==> src/rtl/conv2_buf_3ch.sv <==
// conv2_buf_3ch
// Builds 3x3 windows for the layer-2 convolution from three parallel
// raster-order streams of signed DATA_W-bit pixels. The same window bus
// feeds every output-channel sum calculator. There is no backpressure.
//
// Ports:
//   clk            clock
//   rst_n          synchronous active-low reset
//   valid_in       pixel strobe; data_in1..3 sampled when high
//   data_in1..3    channel pixels
//   win1..3        registered 3x3 windows; tap k at [DATA_W*k +: DATA_W],
//                  tap 0 = top-left, tap 8 = newest pixel
//   valid_out_buf  one-cycle strobe; win1..3 hold a new window
//   frame_done     one-cycle strobe after the last pixel of a frame
module conv2_buf_3ch #(
    parameter int WIDTH  = 12,
    parameter int HEIGHT = 12,
    parameter int DATA_W = 12
) (
    input  logic                  clk,
    input  logic                  rst_n,
    input  logic                  valid_in,
    input  logic [DATA_W-1:0]     data_in1,
    input  logic [DATA_W-1:0]     data_in2,
    input  logic [DATA_W-1:0]     data_in3,
    output logic [9*DATA_W-1:0]   win1,
    output logic [9*DATA_W-1:0]   win2,
    output logic [9*DATA_W-1:0]   win3,
    output logic                  valid_out_buf,
    output logic                  frame_done
);

    // The deepest tap is sr[2*WIDTH+1], so nothing beyond it is kept.
    localparam int SR_LEN = 2 * WIDTH + 2;
    localparam int CW     = $clog2(WIDTH);
    localparam int RW     = $clog2(HEIGHT);

    localparam logic [CW-1:0] COL_LAST = CW'(WIDTH - 1);
    localparam logic [RW-1:0] ROW_LAST = RW'(HEIGHT - 1);

    // Index 0 = newest pixel.
    logic [SR_LEN-1:0][DATA_W-1:0] sr1;
    logic [SR_LEN-1:0][DATA_W-1:0] sr2;
    logic [SR_LEN-1:0][DATA_W-1:0] sr3;

    logic [CW-1:0] col;
    logic [RW-1:0] row;
    logic          col_last;
    logic          row_last;
    logic          win_fire;

    assign col_last = (col == COL_LAST);
    assign row_last = (row == ROW_LAST);

    // Only pixels at row>=2, col>=2 complete a window lying inside one row
    // band and one frame, so stale or wrapped data is never emitted.
    assign win_fire = valid_in && (row >= RW'(2)) && (col >= CW'(2));

    // Taps are taken from the register contents before this cycle's shift.
    function automatic logic [9*DATA_W-1:0] pack_win(
        input logic [SR_LEN-1:0][DATA_W-1:0] sr,
        input logic [DATA_W-1:0]             px
    );
        pack_win = {px,            sr[0],       sr[1],
                    sr[WIDTH-1],   sr[WIDTH],   sr[WIDTH+1],
                    sr[2*WIDTH-1], sr[2*WIDTH], sr[2*WIDTH+1]};
    endfunction

    // Line storage carries no reset; row/col restarting at 0 keeps old
    // contents from ever reaching a window.
    always_ff @(posedge clk) begin
        if (valid_in) begin
            sr1 <= {sr1[SR_LEN-2:0], data_in1};
            sr2 <= {sr2[SR_LEN-2:0], data_in2};
            sr3 <= {sr3[SR_LEN-2:0], data_in3};
        end
    end

    always_ff @(posedge clk) begin
        if (!rst_n) begin
            col           <= '0;
            row           <= '0;
            win1          <= '0;
            win2          <= '0;
            win3          <= '0;
            valid_out_buf <= 1'b0;
            frame_done    <= 1'b0;
        end else begin
            valid_out_buf <= win_fire;
            frame_done    <= valid_in && row_last && col_last;
            if (win_fire) begin
                win1 <= pack_win(sr1, data_in1);
                win2 <= pack_win(sr2, data_in2);
                win3 <= pack_win(sr3, data_in3);
            end
            if (valid_in) begin
                if (col_last) begin
                    col <= '0;
                    row <= row_last ? '0 : row + RW'(1);
                end else begin
                    col <= col + CW'(1);
                end
            end
        end
    end

endmodule

==> config.mk <==
export PLATFORM = sky130hd
export DESIGN_NAME = conv2_buf_3ch
export DESIGN_NICKNAME = d
export VERILOG_FILES = /design/src/rtl/conv2_buf_3ch.sv
export SDC_FILE = /design/constraint.sdc
export NUM_CORES = 1
export LEC_CHECK = 0
export CORE_MARGIN = 1.5
export CORE_UTILIZATION = 40
export CTS_CLUSTER_SIZE = 16
export DETAILED_ROUTE_END_ITERATION = 8
export PLACE_DENSITY = 0.7
export SLEW_MARGIN = 25
export SYNTH_ARGS = -nofsm -noshare
export SYNTH_HDL_FRONTEND = slang
export SYNTH_SLANG_ARGS = --single-unit
==> constraint.sdc <==
create_clock -name clk -period 1.6 [get_ports clk]
set_input_delay 0.4 -clock clk [delete_from_list [all_inputs] [get_ports clk]]
set_output_delay 0.4 -clock clk [all_outputs]
set_load 0.02 [all_outputs]
Word level (Yosys, flattened, before mapping)
Index checks and enable logic that the tools add are counted.
Widths: inputs -> output; s select.
{"block": "totals", "wordCells": 98, "reg_bits": 1270, "output_inout_bits": 326}
{"block": "op_classes", "n_reduce_logical": 5, "n_lt_le_gt_ge": 2, "n_mux": 2, "n_eq_ne": 2, "addsub": 2}
{"operator": "$add 4x1->4 const B", "count": 2}
{"operator": "$eq 4x4->1 const B", "count": 2}
{"operator": "$ge 4x2->1 const B", "count": 2}
{"operator": "$mux 4", "count": 2}
{"operator": "$logic_and 1x1->1", "count": 4}
{"operator": "$reduce_and 2->1", "count": 1}

Logic depth before layout (Yosys ltp)
Gate-level depths: netlist of run 1.
{"block": "depth", "word_depth": 3, "mapped_depth": 7}

Least setup slack after synthesis of run 1
Ideal clock, no wire load.
{"block": "synth_path", "path_kind": "register to register", "startpoint": "reg col[0]", "endpoint": "reg win1[100]", "slack_ps": -30, "stages_incl_launch_ff": 8, "t_arrival_ps": 1509, "period_less_slack_ps": 1630, "n_path_buf": 2, "path_cell_list": "dfxtp_1 -> inv_1 -> ha_1 -> nor4_1 -> nor2_2 -> buf_2 -> buf_4 -> mux2i_1"}
{"block": "synth_via", "elab_chain_cells": 2}
{"element": "start: declaration", "line_no": "46", "source": "logic [CW-1:0] col;"}
{"element": "start signal: assignment", "line_no": "101", "source": "col <= col + CW'(1);"}
{"element": "$ge 4x2->1", "line_no": "57", "source": "assign win_fire = valid_in && (row >= RW'(2)) && (col >= CW'(2));"}
{"element": "$logic_and 1x1->1", "line_no": "57"}
{"element": "end signal: assignment", "line_no": "92", "source": "win1 <= pack_win(sr1, data_in1);"}
{"element": "end: declaration", "line_no": "26", "source": "output logic [9*DATA_W-1:0] win1,"}
Every way passes these cells.
A chain may end at the register's enable or synchronous reset.

Final worst setup path of run 1
{"block": "layout_path", "startpoint": "reg row[1]", "endpoint": "reg win2[64]"}
{"block": "layout_via", "elab_chain_cells": 3}
{"element": "start: declaration", "line_no": "47", "source": "logic [RW-1:0] row;"}
{"element": "start signal: assignment", "line_no": "99", "source": "row <= row_last ? '0 : row + RW'(1);"}
{"element": "$ge 4x2->1", "line_no": "57"}
{"element": "$logic_and 1x1->1 (2 in a row)", "line_no": "57"}
{"element": "end signal: assignment", "line_no": "93", "source": "win2 <= pack_win(sr2, data_in2);"}
{"element": "end: declaration", "line_no": "27", "source": "output logic [9*DATA_W-1:0] win2,"}
Every way passes these cells.

==> results.py, run 1 <==
metrics = {
    "run_status": {
        "status": "finished with violations",
        "violations": "setup timing",
    },
    "placed_design": {
        "numPortBuffers": 364,
        "place_area_um2": 47500,
        "place_congestion": 0.751,
        "dp.cells": 4120,
        "dp_hpwl_um": 46300,
    },
    "critical_path": {
        "crit_path_frequent_cell": "clkbuf_16",
        "critPathRequiredTime_ns": 2.24,
        "cpMaxStageDelayCell": "dfxtp_2",
        "crit_buf_inv": 5,
        "path_class": "register to register",
        "arrival_ns": 2.43,
        "slowest_delay_ns": 0.33,
        "crit_family": "buffers and inverters",
        "critPathCaptureType": "register",
        "startpoint_type": "register",
        "path_max_fanout": 9,
        "path_cells": "buf_6 -> o41ai_2 -> buf_4 -> nor2_4 -> buf_12 -> clkbuf_16 -> clkbuf_16 -> mux2i_1",
    },
    "pwr": {
        "ir_worst_vdd_mv": 1.01,
        "power_mw": 70.1,
        "p_per_area_nw_per_um2": 1290,
        "leakagePower_nw": 19.7,
    },
    "global_route": {
        "grt_max_degree": 103,
        "first_global_vias": 20300,
        "antenna_found_initial": 2,
        "grt_util_all_layers_pct": 14.3,
        "grt.overflow.total": 0,
        "grt_pass1_wl_um": 115000,
    },
    "timing": {
        "fmax_mhz": 557,
        "rsz0062_at_grt": "yes",
        "min_period_ns": 1.80,
        "hold_violations": 0,
        "worstMarginPinSlew_ns": 0.424,
        "skew_ns": 0.0371,
        "relSlewSlack_pct": 71.7,
        "period_share_pct": 112,
        "setup_violations": 351,
        "fin_ws_ns": -0.196,
        "finalMaxSlewViolations": 0,
    },
    "synth": {
        "synth_top_area_share_pct": 68.2,
        "syn_area_per_cell_um2": 17.2,
        "yosys.area_share.adder_pct": 0.121,
        "synth_top_family_by_area": "multiplexers",
        "synth_compound_area_share_pct": 0.182,
        "yosys_warnings": 0,
        "synthTopCellsByArea": "edfxtp_1, dfxtp_1, mux2i_1, nand2_1, clkbuf_1",
        "syn_nets": 2434,
        "syn_area_um2": 41200,
        "synth_top_area_cell": "edfxtp_1",
        "synth-seq-area-share_pct": 84.4,
        "muxShareOfSynthArea_pct": 7.89,
        "synthXorXnorAreaFrac_pct": 0.0425,
        "synth-seq-cells": 1270,
        "syn_inst": 2391,
        "synth_cell_types": 30,
        "synth-simple-area-share_pct": 6.16,
    },
    "clocking": {
        "tritoncts": "done",
        "cts.sinks": 1270,
        "insertion_delay_ns": 0.74,
        "clockBufferDepth": 3,
        "clkTransAtPathRegs_ns": 0.06,
        "root_buffer": "clkbuf_16",
        "cts_buffers": 134,
        "htreeDepth": 4,
    },
    "finish": {
        "utilization_pct": 53.5,
        "n_antenna_cell": 0,
        "final_net_count": 3079,
        "stdcell_count": 4518,
        "fin_area_um2": 54600,
        "area_growth_pct": 32.4,
        "final_cell_mix": "edfxtp_1, nand2_1, buf_6, mux2i_1, dfxtp_2",
        "final_common_cell": "edfxtp_1",
        "drive_gt1_share_pct": 35.7,
    },
    "floorplanning": {
        "dieArea_um2": 105000,
        "ios": 365,
        "die_x_um": 324,
        "row_count": 117,
        "die_h_um": 324,
        "start_util_pct": 40.4,
        "core_um2": 102000,
    },
    "routing": {
        "dr.first_iter.drc_count": 1601,
        "first_pass_iters": 5,
        "drt_wl_total_um": 80400,
        "route.detailed.drc": 0,
        "ant_nets": 0,
        "viasPerCell": 4.62,
        "wire_per_inst_um": 17.8,
        "vias": 20900,
    },
    "flow_run": {
        "drv_cap": 0,
    },
    "min_path": {
        "hold_class": "primary input to register",
    },
}
## cells by family after synthesis
family                     after synthesis
and+or+nand+nor                        668
adders and majority gates                4
AOI/OAI and AO/OA                        9
buffers and inverters                  113
xor gates and xnor gates                 2
muxes                                  325
DFF                                   1270
## cell usage after synthesis
cell       number
edfxtp_1      936
nand2_1       652
dfxtp_1       334
mux2i_1       325
clkbuf_1       72
buf_2          28
buf_4           8
nor2_1          6
ha_1            4
inv_1           3
a211oi_1        2
a21oi_1         2
nor3_1          2
a311oi_1        1
a41oi_1         1
and4b_1         1
buf_1           1
inv_2           1
nand3_1         1
nand3b_1        1
nand4_1         1
nand4b_1        1
nor2_2          1
nor4_1          1
nor4b_1         1
o21a_1          1
o2bb2ai_1       1
o41ai_2         1
xnor2_1         1
xor2_1          1
## metrics by stage
stage	setup slack, ns	TNS, ns	hold WS (ns)
after CTS	-0.201	-45.68	0.0243
after floorplan	-0.000485	-0.0970	0.400
after detailed placement	-0.216	-25.80	0.405
after global routing	-0.232	-63.20	0.0453
final	-0.196	-25.76	0.0770
after global placement	-0.188	-27.54	0.400
## sequential cells by signal, indices dropped and copies added, names as in the netlist
| name | flops |
|---|---|
| sr1 | 312 |
| sr2 | 312 |
| sr3 | 312 |
| win1 | 108 |
| win2 | 108 |
| win3 | 108 |
| col | 4 |
| row | 4 |
| frame_done | 1 |
| valid_out_buf | 1 |
## per-layer routing
metal / routed length, µm / vias up / track usage, %
li1: - / 9878 / -
met1: 35200 / 10300 / 18.9
met2: 37000 / 583 / 21.6
met3: 6360 / 140 / 5.23
met4: 1790 / 2 / 5.14
met5: 9 / - / 0
## cell type report
cell class	instances	area [µm²]
fillers	7983	47500
flip-flops and latches	1270	35200
repair buffers	618	7070
multi-input cells	1008	5990
clock buffers	184	3730
well taps	1368	1710
clock inverters	66	815
inverters	4	15.0
## power by group
part,internal (mW),switching (mW)
sequential,36.9,0.534
combinational,0.439,0.937
clock,18.5,12.8
## tightest hold or removal path: stages
cell     delay, ns
buf_8         0.11
o41ai_2       0.05
buf_4         0.11
nor3_1        0.06
## path summary, 6_finish.rpt
path / cells past startpoint / endpoint / slack, ns / from
setup / recovery: 8 / win2[64] / -0.20 / row[1]
setup reg to reg: 8 / win2[64] / -0.20 / row[1]
hold / removal: 4 / valid_out_buf / 0.08 / valid_in
hold reg to reg: 0 / sr3[284] / 0.39 / sr3[272]
## what timing repair did
| action | CTS | global route |
|---|---|---|
| pin swaps | 0 | 0 |
| endpoints found under the setup margin | 619 | 648 |
| buffers inserted | 59 | 66 |
| hold buffers | 1 | 0 |
| hold endpoints to repair | 5 | 0 |
| gates resized for setup | 2272 | 65 |
| gates cloned | 0 | 23 |
No activity file was read; power rests on OpenSTA's default activity.
==> inputs of run 2 (changes only) <==
- CTS_BUF_LIST: not set -> sky130_fd_sc_hd__clkbuf_16
==> results.py, run 2 (synthesized netlist as in run 1, its figures left out) <==
metrics = {
    "global_route": {
        "grt_pass1_wl_um": 115000,
        "grt_util_all_layers_pct": 14.3,
        "grt.overflow.total": 0,
        "antenna_found_initial": 2,
        "grt_max_degree": 103,
        "first_global_vias": 20200,
    },
    "routing": {
        "viasPerCell": 4.61,
        "ant_nets": 0,
        "route.detailed.drc": 0,
        "dr.first_iter.drc_count": 1589,
        "drt_wl_total_um": 80400,
        "wire_per_inst_um": 17.8,
        "first_pass_iters": 5,
        "vias": 20800,
    },
    "critical_path": {
        "critPathCaptureType": "register",
        "slowest_delay_ns": 0.33,
        "path_class": "register to register",
        "path_max_fanout": 8,
        "crit_path_frequent_cell": "clkbuf_16",
        "r2r_slack_ns": -0.19,
        "arrival_ns": 2.43,
        "cpMaxStageDelayCell": "dfxtp_2",
        "startpoint_type": "register",
        "critPathRequiredTime_ns": 2.24,
        "path_cells": "buf_6 -> o41ai_2 -> buf_4 -> nor2_4 -> buf_12 -> clkbuf_16 -> clkbuf_16 -> mux2i_1",
    },
    "pwr": {
        "switching_share_pct": 20.5,
        "sequentialPowerShare_pct": 53.8,
        "p_int_mw": 55.2,
        "clkPwrFrac_pct": 44.2,
        "leakagePower_nw": 19.8,
        "power_mw": 69.5,
        "p_comb_share_pct": 2.0,
        "ir_worst_vdd_mv": 1.01,
        "power_switching_mw": 14.3,
        "p_per_area_nw_per_um2": 1280,
    },
    "timing": {
        "setup_violations": 357,
        "fin_ws_ns": -0.191,
        "worstMarginPinSlew_ns": 0.426,
        "min_period_ns": 1.79,
        "skew_ns": 0.0372,
        "rsz0062_at_grt": "yes",
        "hold_violations": 0,
        "finalMaxSlewViolations": 0,
        "period_share_pct": 112,
        "fmax_mhz": 558,
        "relSlewSlack_pct": 71.6,
    },
    "finish": {
        "utilization_pct": 53.4,
        "final_net_count": 3079,
        "final_cell_mix": "edfxtp_1, nand2_1, buf_6, mux2i_1, dfxtp_2",
        "top_regs": "sr1 x312, sr2 x312, sr3 x312",
        "drive_gt1_share_pct": 35.5,
        "n_antenna_cell": 0,
        "area_growth_pct": 32.2,
        "final_common_cell": "edfxtp_1",
        "n_fill_cell": 8003,
    },
    "run_status": {
        "violations": "setup timing",
        "status": "finished with violations",
    },
    "placed_design": {
        "place_congestion": 0.751,
        "dp_hpwl_um": 46300,
        "numPortBuffers": 364,
    },
    "clocking": {
        "insertion_delay_ns": 0.74,
        "htreeDepth": 4,
        "tritoncts": "done",
        "cts.sinks": 1270,
        "cts_buffers": 134,
        "clkTransAtPathRegs_ns": 0.06,
        "root_buffer": "clkbuf_16",
        "clockBufferDepth": 3,
    },
    "floorplanning": {
        "die_h_um": 324,
        "start_util_pct": 40.4,
        "dieArea_um2": 105000,
        "row_count": 117,
        "ios": 365,
        "core_um2": 102000,
        "die_x_um": 324,
    },
    "min_path": {
        "hold_class": "primary input to register",
    },
    "flow_run": {
        "drv_cap": 0,
    },
}
[run 2: changes by cell type in the layout (fill, tap and decap cells not counted), sizes merged]
cell    change
clkbuf     -45
inv        +38
clkinv      +7
[run 2: critical path, delay by kind of cell (launching register included)]
family,cells,cell delay [ns]
AOI/OAI and AO/OA,1,0.30
and+or+nand+nor,1,0.05
DFF,1,0.33
buffers and inverters,5,0.83
muxes,1,0.18
[run 2: path summary, 6_finish.rpt]
| check | from | endpoint | cells after the start |
|---|---|---|---|
| hold / removal | valid_in | valid_out_buf | 4 |
| setup / recovery | row[1] | win3[23] | 8 |
| setup reg to reg | row[1] | win3[23] | 8 |
| hold reg to reg | sr3[272] | sr3[284] | 0 |
[run 2: repair_timing]
action,4_1_cts,5_1_grt
gates cloned,0,23
hold endpoints to repair,5,0
endpoints found under the setup margin,619,648
hold buffers,1,0
buffers inserted,58,67
gates resized for setup,2272,66
[run 2: final cells by class]
type / instances / area, µm² / share of cell area, %
clock buffers: 139 / 3480 / 6.38
inverters: 4 / 15.0 / 0.0276
repair buffers: 618 / 7070 / 13.0
well taps: 1368 / 1710 / 3.14
clock inverters: 111 / 983 / 1.80
flip-flops and latches: 1270 / 35200 / 64.7
multi-input cells: 1008 / 5990 / 11.0
[run 2: power groups by stage]
stage	sequential, mW	combinational (mW)	clock (mW)
after floorplan	37.9	0.418	0
after global placement	38.1	1.37	0
after detailed placement	38.1	1.40	0
after CTS	37.5	1.40	31.6
after global routing	37.5	1.53	32.9
final	37.4	1.38	30.7
[run 2: through the flow]
stage                     std cells  instance area (µm²)  setup WS (ns)  setup TNS, ns  hold WS (ns)
after CTS                      4429                53300         -0.202         -45.82        0.0238
final                          4518                54500         -0.191         -26.95        0.0753
after floorplan                2391                41200      -0.000485        -0.0970         0.400
after global placement         4120                47500         -0.188         -27.54         0.400
after global routing           4518                54500         -0.232         -63.05        0.0455
after detailed placement       4120                47500         -0.216         -25.80         0.405
[run 2: layer usage]
metal,global-route usage (%),routed length (µm),share of wire [%],up-vias
li1,-,-,-,9878
met1,18.9,35100,44,10200
met2,21.6,36900,46,579
met3,5.24,6470,8.0,142
met4,5.14,1850,2.3,2
met5,0,9,0.011,-
==> inputs of run 3 (changes only) <==
- MAX_ROUTING_LAYER: not set -> met4
==> results.py, run 3 (synthesized netlist as in run 1, its figures left out) <==
metrics = {
    "run_status": {
        "status": "finished with violations",
        "violations": "setup timing",
    },
    "routing": {
        "drt_wl_total_um": 79500,
        "first_pass_iters": 5,
        "routed.top_layer": "met4",
        "wl_met2_um": 36600,
        "dr.first_iter.drc_count": 1558,
        "route.detailed.drc": 0,
        "vias": 20900,
        "route.met3.wl_um": 6290,
        "wire_per_inst_um": 17.6,
        "drt-met1-wl_um": 34900,
        "ant_nets": 0,
        "viasPerCell": 4.62,
    },
    "finish": {
        "final_net_count": 3078,
        "final_cell_mix": "edfxtp_1, nand2_1, buf_6, mux2i_1, dfxtp_2",
        "n_fill_cell": 8003,
        "ff_latch_area_um2": 35200,
        "fin_area_um2": 54400,
        "area_growth_pct": 32.1,
        "final_common_cell": "edfxtp_1",
        "drive_gt1_share_pct": 35.4,
        "multi_input_area_um2": 5990,
        "utilization_pct": 53.3,
        "top_regs": "sr1 x312, sr2 x312, sr3 x312",
    },
    "min_path": {
        "min_from": "valid_in",
        "worstHoldEndpoint": "valid_out_buf",
        "hold_class": "primary input to register",
        "worstHoldPathCells": 4,
    },
    "placed_design": {
        "dp_hpwl_um": 46300,
        "place_area_um2": 47500,
        "place_congestion": 0.761,
        "numPortBuffers": 364,
    },
    "floorplanning": {
        "die_h_um": 324,
        "row_count": 117,
        "die_x_um": 324,
        "core_um2": 102000,
        "ios": 365,
        "dieArea_um2": 105000,
        "start_util_pct": 40.4,
    },
    "critical_path": {
        "rr_startpoint": "row[1]",
        "r2r_slack_ns": -0.19,
        "r2r_cells": 8,
        "critPathRequiredTime_ns": 2.20,
        "arrival_ns": 2.39,
        "path_max_fanout": 23,
        "path_class": "register to register",
        "critPathCaptureType": "register",
        "startpoint_type": "register",
        "worstReg2RegEnd": "win2[74]",
    },
    "timing": {
        "skew_ns": 0.0421,
        "period_share_pct": 112,
        "fmax_mhz": 558,
        "rsz0062_at_grt": "yes",
        "hold_violations": 0,
        "whs_ns": 0.0819,
        "worstMarginPinSlew_ns": 0.426,
        "relSlewSlack_pct": 71.6,
        "setup_violations": 356,
        "min_period_ns": 1.79,
        "finalMaxSlewViolations": 0,
        "fin_ws_ns": -0.192,
    },
    "clocking": {
        "root_buffer": "clkbuf_16",
        "cts_buffers": 134,
        "insertion_delay_ns": 0.74,
        "clkTransAtPathRegs_ns": 0.06,
        "cts.sinks": 1270,
        "tritoncts": "done",
        "clockBufferDepth": 3,
        "htreeDepth": 4,
    },
    "pwr": {
        "power_mw": 69.5,
        "leakagePower_nw": 19.8,
        "ir_worst_vdd_mv": 1.01,
        "p_per_area_nw_per_um2": 1280,
    },
    "global_route": {
        "grt.overflow.total": 0,
        "grt_pass1_wl_um": 115000,
        "grt_max_degree": 103,
        "grt_util_all_layers_pct": 14.7,
        "antenna_found_initial": 3,
        "first_global_vias": 20200,
    },
    "flow_run": {
        "drv_cap": 0,
    },
}
-- run 3: cell count changes in the layout (fill, tap and decap cells not counted), sizes merged --
cell / before / now
buf: 566 / 568
diode: 0 / 1
clkbuf: 154 / 151
-- run 3: area by class of cell --
| type | count | area share (%) |
|---|---|---|
| Timing Repair Buffer | 617 | 12.9 |
| Multi-Input combinational cell | 1008 | 11.0 |
| Antenna cell | 1 | 0.00460 |
| Inverter | 4 | 0.0276 |
| Tap cell | 1368 | 3.14 |
| Sequential cell | 1270 | 64.7 |
| Clock inverter | 111 | 1.81 |
| Clock buffer | 139 | 6.39 |
-- run 3: where the power goes --
group	switching [mW]	total (mW)	leakage, nW	internal, mW
sequential	0.533	37.4	12.0	36.9
combinational	0.935	1.37	5.48	0.439
clock	12.8	30.7	2.32	17.9
total	14.3	69.5	19.8	55.2
-- run 3: through the flow --
| step | std cells | worst slack (ns) | TNS, ns |
|---|---|---|---|
| final | 4518 | -0.192 | -29.30 |
| after detailed placement | 4120 | -0.216 | -25.80 |
| after global routing | 4518 | -0.242 | -65.43 |
| after global placement | 4120 | -0.188 | -27.54 |
| after CTS | 4429 | -0.202 | -45.82 |
| after floorplan | 2391 | -0.000485 | -0.0970 |
-- run 3: repair_timing --
item | 4_1_cts | 5_1_grt
endpoints found under the hold margin | 5 | 0
cloned | 0 | 18
resized for setup | 2272 | 59
hold buffers | 1 | 0
setup endpoints to repair | 619 | 648
buffers inserted | 58 | 71
-- run 3: routing by layer --
metal	global-route usage (%)	vias up
li1	-	9877
met1	18.9	10300
met2	21.6	598
met3	5.19	137
met4	5.14	0
met5	-	-
-- run 3: worst max-delay path by stage --
stage / from / endpoint / depth (start not counted)
floorplan: row[0] / win1[0] / 7
CTS: row[0] / win2[20] / 8
global placement: row[0] / win3[102] / 8
global route: row[1] / win2[74] / 8
finish: row[1] / win2[74] / 8
detailed placement: row[0] / win2[20] / 8
-- run 3: worst max-delay path, cell delays in order (launching register included) --
cell,delay (ns)
dfxtp_2,0.33
buf_6,0.11
o41ai_2,0.30
buf_4,0.18
nor2_4,0.05
buf_12,0.15
clkbuf_16,0.18
buf_16,0.18
mux2i_2,0.17
==> edit 1, RTL diff (flow settings as in run 2) <==
Add an input register stage for `data_in2`, without a reset; this delays it by one clock. The other inputs are not delayed to match.
--- a/src/rtl/conv2_buf_3ch.sv
+++ b/src/rtl/conv2_buf_3ch.sv
@@ -39,4 +39,10 @@
     localparam logic [RW-1:0] ROW_LAST = RW'(HEIGHT - 1);
 
+    logic [DATA_W-1:0] data_in2_q;
+
+    always_ff @(posedge clk) begin
+        data_in2_q <= data_in2;
+    end
+
     // Index 0 = newest pixel.
     logic [SR_LEN-1:0][DATA_W-1:0] sr1;
@@ -72,5 +78,5 @@
         if (valid_in) begin
             sr1 <= {sr1[SR_LEN-2:0], data_in1};
-            sr2 <= {sr2[SR_LEN-2:0], data_in2};
+            sr2 <= {sr2[SR_LEN-2:0], data_in2_q};
             sr3 <= {sr3[SR_LEN-2:0], data_in3};
         end
@@ -91,5 +97,5 @@
             if (win_fire) begin
                 win1 <= pack_win(sr1, data_in1);
-                win2 <= pack_win(sr2, data_in2);
+                win2 <= pack_win(sr2, data_in2_q);
                 win3 <= pack_win(sr3, data_in3);
             end
Check against the original RTL: same outputs for any inputs over 10 cycles, from zero or initial values and one cycle with rst_n low; that may be too few to reach the edited logic, so the function may still have changed.
==> edit 1 against run 2 <==
Routed wire length fell by 1.2%; sequential cell count rose by 12; worst setup slack improved by 0.013 ns; hold slack improved by 0.051 ns; area after synthesis is 0.58% higher; fmax increased by 0.74%; cell area grew 0.34%; the flow still finishes with violations (setup timing); critical endpoint is now win3[8]$_SDFFE_PN0P_; total power fell by 0.94%; largest cell class unchanged.
==> edit 1: results <==
export IMPL_detailedPlacementHpwl_um=47300
export IMPL_largest_registers_ranked_by_flip_flop_count="sr1: 312 flops, sr2: 312 flops, sr3: 312 flops"
export IMPL_drtPass1Iterations=4
export IMPL_synth_area_top_cells="sky130_fd_sc_hd__edfxtp_1 68%, sky130_fd_sc_hd__dfxtp_1 17%, sky130_fd_sc_hd__mux2i_1 7.8%, sky130_fd_sc_hd__nand2_1 5.9%, sky130_fd_sc_hd__clkbuf_1 0.65%"
export IMPL_grt_max_degree=56
export IMPL_drt_initial_drc_count=1472
export IMPL_final_instance_count_excl_fill=4522
export IMPL_hp_start="data_in2[11]"
export IMPL_grt_first_pass_wirelength_um=117000
export IMPL_layout_drive_gt1_share_pct=35.2
export IMPL_failing_checks="setup timing"
export IMPL_number_of_antenna_violations_at_the_first_check_in_global_routing=5
export IMPL_final_setup_viol_count=335
export IMPL_max_vdd_ir_drop_mv=1.02
export IMPL_numPlacedInstances=4151
export IMPL_async_reset_ff_share_pct=0
export IMPL_antennaDiodeCount=0
export IMPL_wire_per_inst_um=17.6
export IMPL_cts_repair_timing_setup_buffer_count=46
export IMPL_cts_htree_levels=4
export IMPL_number_of_global_route_vias_before_repair=20400
export IMPL_placement_io_buffers=364
export IMPL_yosysWarnings=0
export IMPL_worstHoldPathType="primary input to flop"
export IMPL_cts_hold_repair_buffers=2
export IMPL_r2r_start="row[0]$_SDFFE_PN0P_"
export IMPL_post_synth_most_frequent_cells="936 x sky130_fd_sc_hd__edfxtp_1, 652 x sky130_fd_sc_hd__nand2_1, 346 x sky130_fd_sc_hd__dfxtp_1"
export IMPL_worst_path_max_fanout=7
export IMPL_cts_root_buffer="sky130_fd_sc_hd__clkbuf_16"
export IMPL_synthesis_nets=2446
export IMPL_synth_edff_count=936
export IMPL_cts_resized=2243
export IMPL_finalNetCount=3085
export IMPL_crit_path_start_kind="flop"
export IMPL_synthesis_instances=2403
export IMPL_cts_root_to_sink_buffers=3
export IMPL_worstSkewPairLatency_ns=0.73
export IMPL_p_sw_share_pct=20.2
export IMPL_clk_transition_reported_paths_ns=0.06
export IMPL_final_setup_worst_slack_ns=-0.178
export IMPL_finalSetupTns_ns=-24.76
export IMPL_detail_route_vias_per_cell=4.61
export IMPL_netlist_cell_type_count=30
export IMPL_run_status="complete, but fails checks"
export IMPL_cts_made_buffers=133
export IMPL_power_leakage_nw=19.8
export IMPL_seq_area_frac_synth_pct=84.5
export IMPL_worst_clock_skew_ns=0.0230
export IMPL_gpl_final_weighted_congestion=0.755
export IMPL_timing_slew_headroom_pct=76.7
export IMPL_grt_overall_usage_pct=14.3
edit 1: cell count changes after synthesis, sizes merged:
cell / change
dfxtp: +12
edit 1: path summary, 6_finish.rpt:
| kind | to | slack (ns) | cells after the start |
|---|---|---|---|
| min reg2reg | sr3[261]$_DFFE_PP_ | 0.40 | 0 |
| max reg2reg | win3[8]$_SDFFE_PN0P_ | -0.18 | 8 |
| max | win3[8]$_SDFFE_PN0P_ | -0.18 | 8 |
| min | data_in2_q[11]$_DFF_P_ | 0.13 | 1 |
edit 1: cell families (layout without fill, tap and decap cells):
kind of cell | Yosys count | in the layout | synth area share (%)
and+or+nand+nor | 668 | 668 | 6.12
AOI/OAI and AO/OA | 9 | 9 | 0.181
DFF | 1282 | 1282 | 84.5
muxes | 325 | 325 | 7.85
xor gates and xnor gates | 2 | 2 | 0.0423
buffers and inverters | 113 | 864 | 1.18
adders and majority gates | 4 | 4 | 0.121
edit 1: final cells by class:
cell class	instances	area [um2]
tap	1368	1710
clock buffer	139	3480
sequential	1282	35500
timing repair buffer	613	7180
clock inverter	108	800
multi-input combinational	1008	6010
inverter	4	15.0
fill	7935	47700
edit 1: critical path, stage by stage, from the launching register on:
cell and delay (ns):
sky130_fd_sc_hd__dfxtp_2 0.33, sky130_fd_sc_hd__inv_2 0.05, sky130_fd_sc_hd__ha_4 0.15, sky130_fd_sc_hd__o41ai_4 0.29, sky130_fd_sc_hd__nor2_4 0.13, sky130_fd_sc_hd__buf_12 0.16
sky130_fd_sc_hd__clkbuf_16 0.20, sky130_fd_sc_hd__buf_16 0.16, sky130_fd_sc_hd__mux2i_1 0.20
edit 1: power by group through the flow:
| stage | sequential [mW] | clock (mW) | combinational, mW |
|---|---|---|---|
| final | 37.7 | 29.7 | 1.45 |
| after detailed placement | 38.4 | 0 | 1.45 |
| after CTS | 37.7 | 30.6 | 1.46 |
| after global placement | 38.4 | 0 | 1.41 |
| after global routing | 37.8 | 32.0 | 1.61 |
| after floorplan | 38.2 | 0 | 0.416 |
edit 1: stage by stage:
stage | hold WS, ns | cell area (um2) | worst slack, ns | util (%)
2_1_floorplan | 0.400 | 41500 | -0.000485 | -
3_3_place_gp | 0.400 | 48100 | -0.109 | 47.0
3_5_place_dp | 0.405 | 48100 | -0.159 | 47.0
4_1_cts | 0.0583 | 53600 | -0.144 | 52.4
5_1_grt | 0.0846 | 54700 | -0.251 | 53.4
6_report | 0.126 | 54700 | -0.178 | 53.4
edit 1: routing by layer:
| layer | track usage (%) | wire (um) | part of all wire, % | vias up |
|---|---|---|---|---|
| met5 | 0 | 34 | 0.043 | - |
| met2 | 22.0 | 37100 | 47 | 540 |
| met4 | 4.99 | 1800 | 2.3 | 6 |
| met1 | 18.8 | 34800 | 44 | 10200 |
| li1 | - | - | - | 9918 |
| met3 | 5.01 | 5730 | 7.2 | 137 |
==> edit 2, RTL diff (config.mk and constraints of run 2) <==
Made on the original files. `HEIGHT`: 12 -> 14.
--- a/src/rtl/conv2_buf_3ch.sv
+++ b/src/rtl/conv2_buf_3ch.sv
@@ -15,5 +15,5 @@
 module conv2_buf_3ch #(
     parameter int WIDTH  = 12,
-    parameter int HEIGHT = 12,
+    parameter int HEIGHT = 14,
     parameter int DATA_W = 12
 ) (
Check against the original RTL: no difference found for any inputs over 10 cycles, from zero or initial values and one cycle with rst_n low; that may be too few to reach the edited logic, so the function may still have changed.
==> edit 2 against run 2 <==
Via count is 0.38% higher; non-clock buffer count is 13 higher; sequential cell count did not move; hold slack gained 0.12 ns; area after synthesis grew 0.42%; sequential power about the same; worst setup slack better by 0.15 ns; cell area barely moved; the run still ends with setup timing left; critical path type unchanged; total power decreased by 1.5%; clock power is 3% lower; routed wire length grew 0.71%; utilization is essentially flat; sequential share of layout area about the same.
==> edit 2: results <==
export IMPL_run_status="complete, but fails checks"
export IMPL_failing_checks="setup timing"
export IMPL_worst_ep_arrival_time_ns=2.30
export IMPL_layout_drive_gt1_share_pct=35.4
export IMPL_sh_seq_area_pct=64.6
export IMPL_synth_area_per_inst_um2=17.3
export IMPL_gpl_final_weighted_congestion=0.762
export IMPL_cts_repair_timing_setup_buffer_count=50
export IMPL_worst_path_max_delay_cell="sky130_fd_sc_hd__dfxtp_4"
export IMPL_max_slew_worst_pin_slew_ns=0.452
export IMPL_met3WireLength_um=6450
export IMPL_final_fill_count=8078
export IMPL_utilization_pct=53.4
export IMPL_number_of_antenna_violations_at_the_first_check_in_global_routing=7
export IMPL_placedInstanceArea_um2=47700
export IMPL_netlist_cell_type_count=23
export IMPL_clockNetworkAreaShare_pct=7.76
export IMPL_final_setup_viol_count=110
export IMPL_p_sw_share_pct=20.7
export IMPL_signal_buffer_area_fraction_pct=13.4
export IMPL_final_setup_worst_slack_ns=-0.0392
export IMPL_routedLengthMet1_um=35700
export IMPL_hold_depth=2
export IMPL_num_nonclk_inverters=3
export IMPL_met1_capacity_usage_during_global_routing_pct=19.4
export IMPL_finalSetupTns_ns=-1.43
export IMPL_synthesis_nets=2436
export IMPL_max_vdd_ir_drop_mv=1.02
export IMPL_grt_max_degree=90
export IMPL_placeableCoreArea_um2=102000
export IMPL_power_switching_mw=14.2
export IMPL_grt_first_pass_wirelength_um=118000
export IMPL_holdWs_ns=0.198
export IMPL_cts_resized=2287
export IMPL_comb_multi_input_count=1012
edit 2: cell count changes in the layout (fill, tap and decap cells not counted), moves of 5 or more:
| cell | before | now |
|---|---|---|
| sky130_fd_sc_hd__clkinv_1 | 20 | 27 |
| sky130_fd_sc_hd__buf_8 | 16 | 8 |
| sky130_fd_sc_hd__inv_1 | 39 | 34 |
| sky130_fd_sc_hd__clkinv_4 | 5 | 0 |
| sky130_fd_sc_hd__buf_4 | 169 | 181 |
| sky130_fd_sc_hd__clkbuf_16 | 154 | 149 |
| sky130_fd_sc_hd__buf_16 | 6 | 15 |
edit 2: kinds of logic (layout without fill, tap and decap cells):
kind of cell | after synthesis | in the layout | synth area share (%)
and+or+nand+nor | 670 | 670 | 6.17
adders and majority gates | 2 | 2 | 0.0605
AOI/OAI and AO/OA | 14 | 14 | 0.193
DFF | 1270 | 1270 | 84.1
muxes | 326 | 326 | 7.88
buffers and inverters | 113 | 875 | 1.62
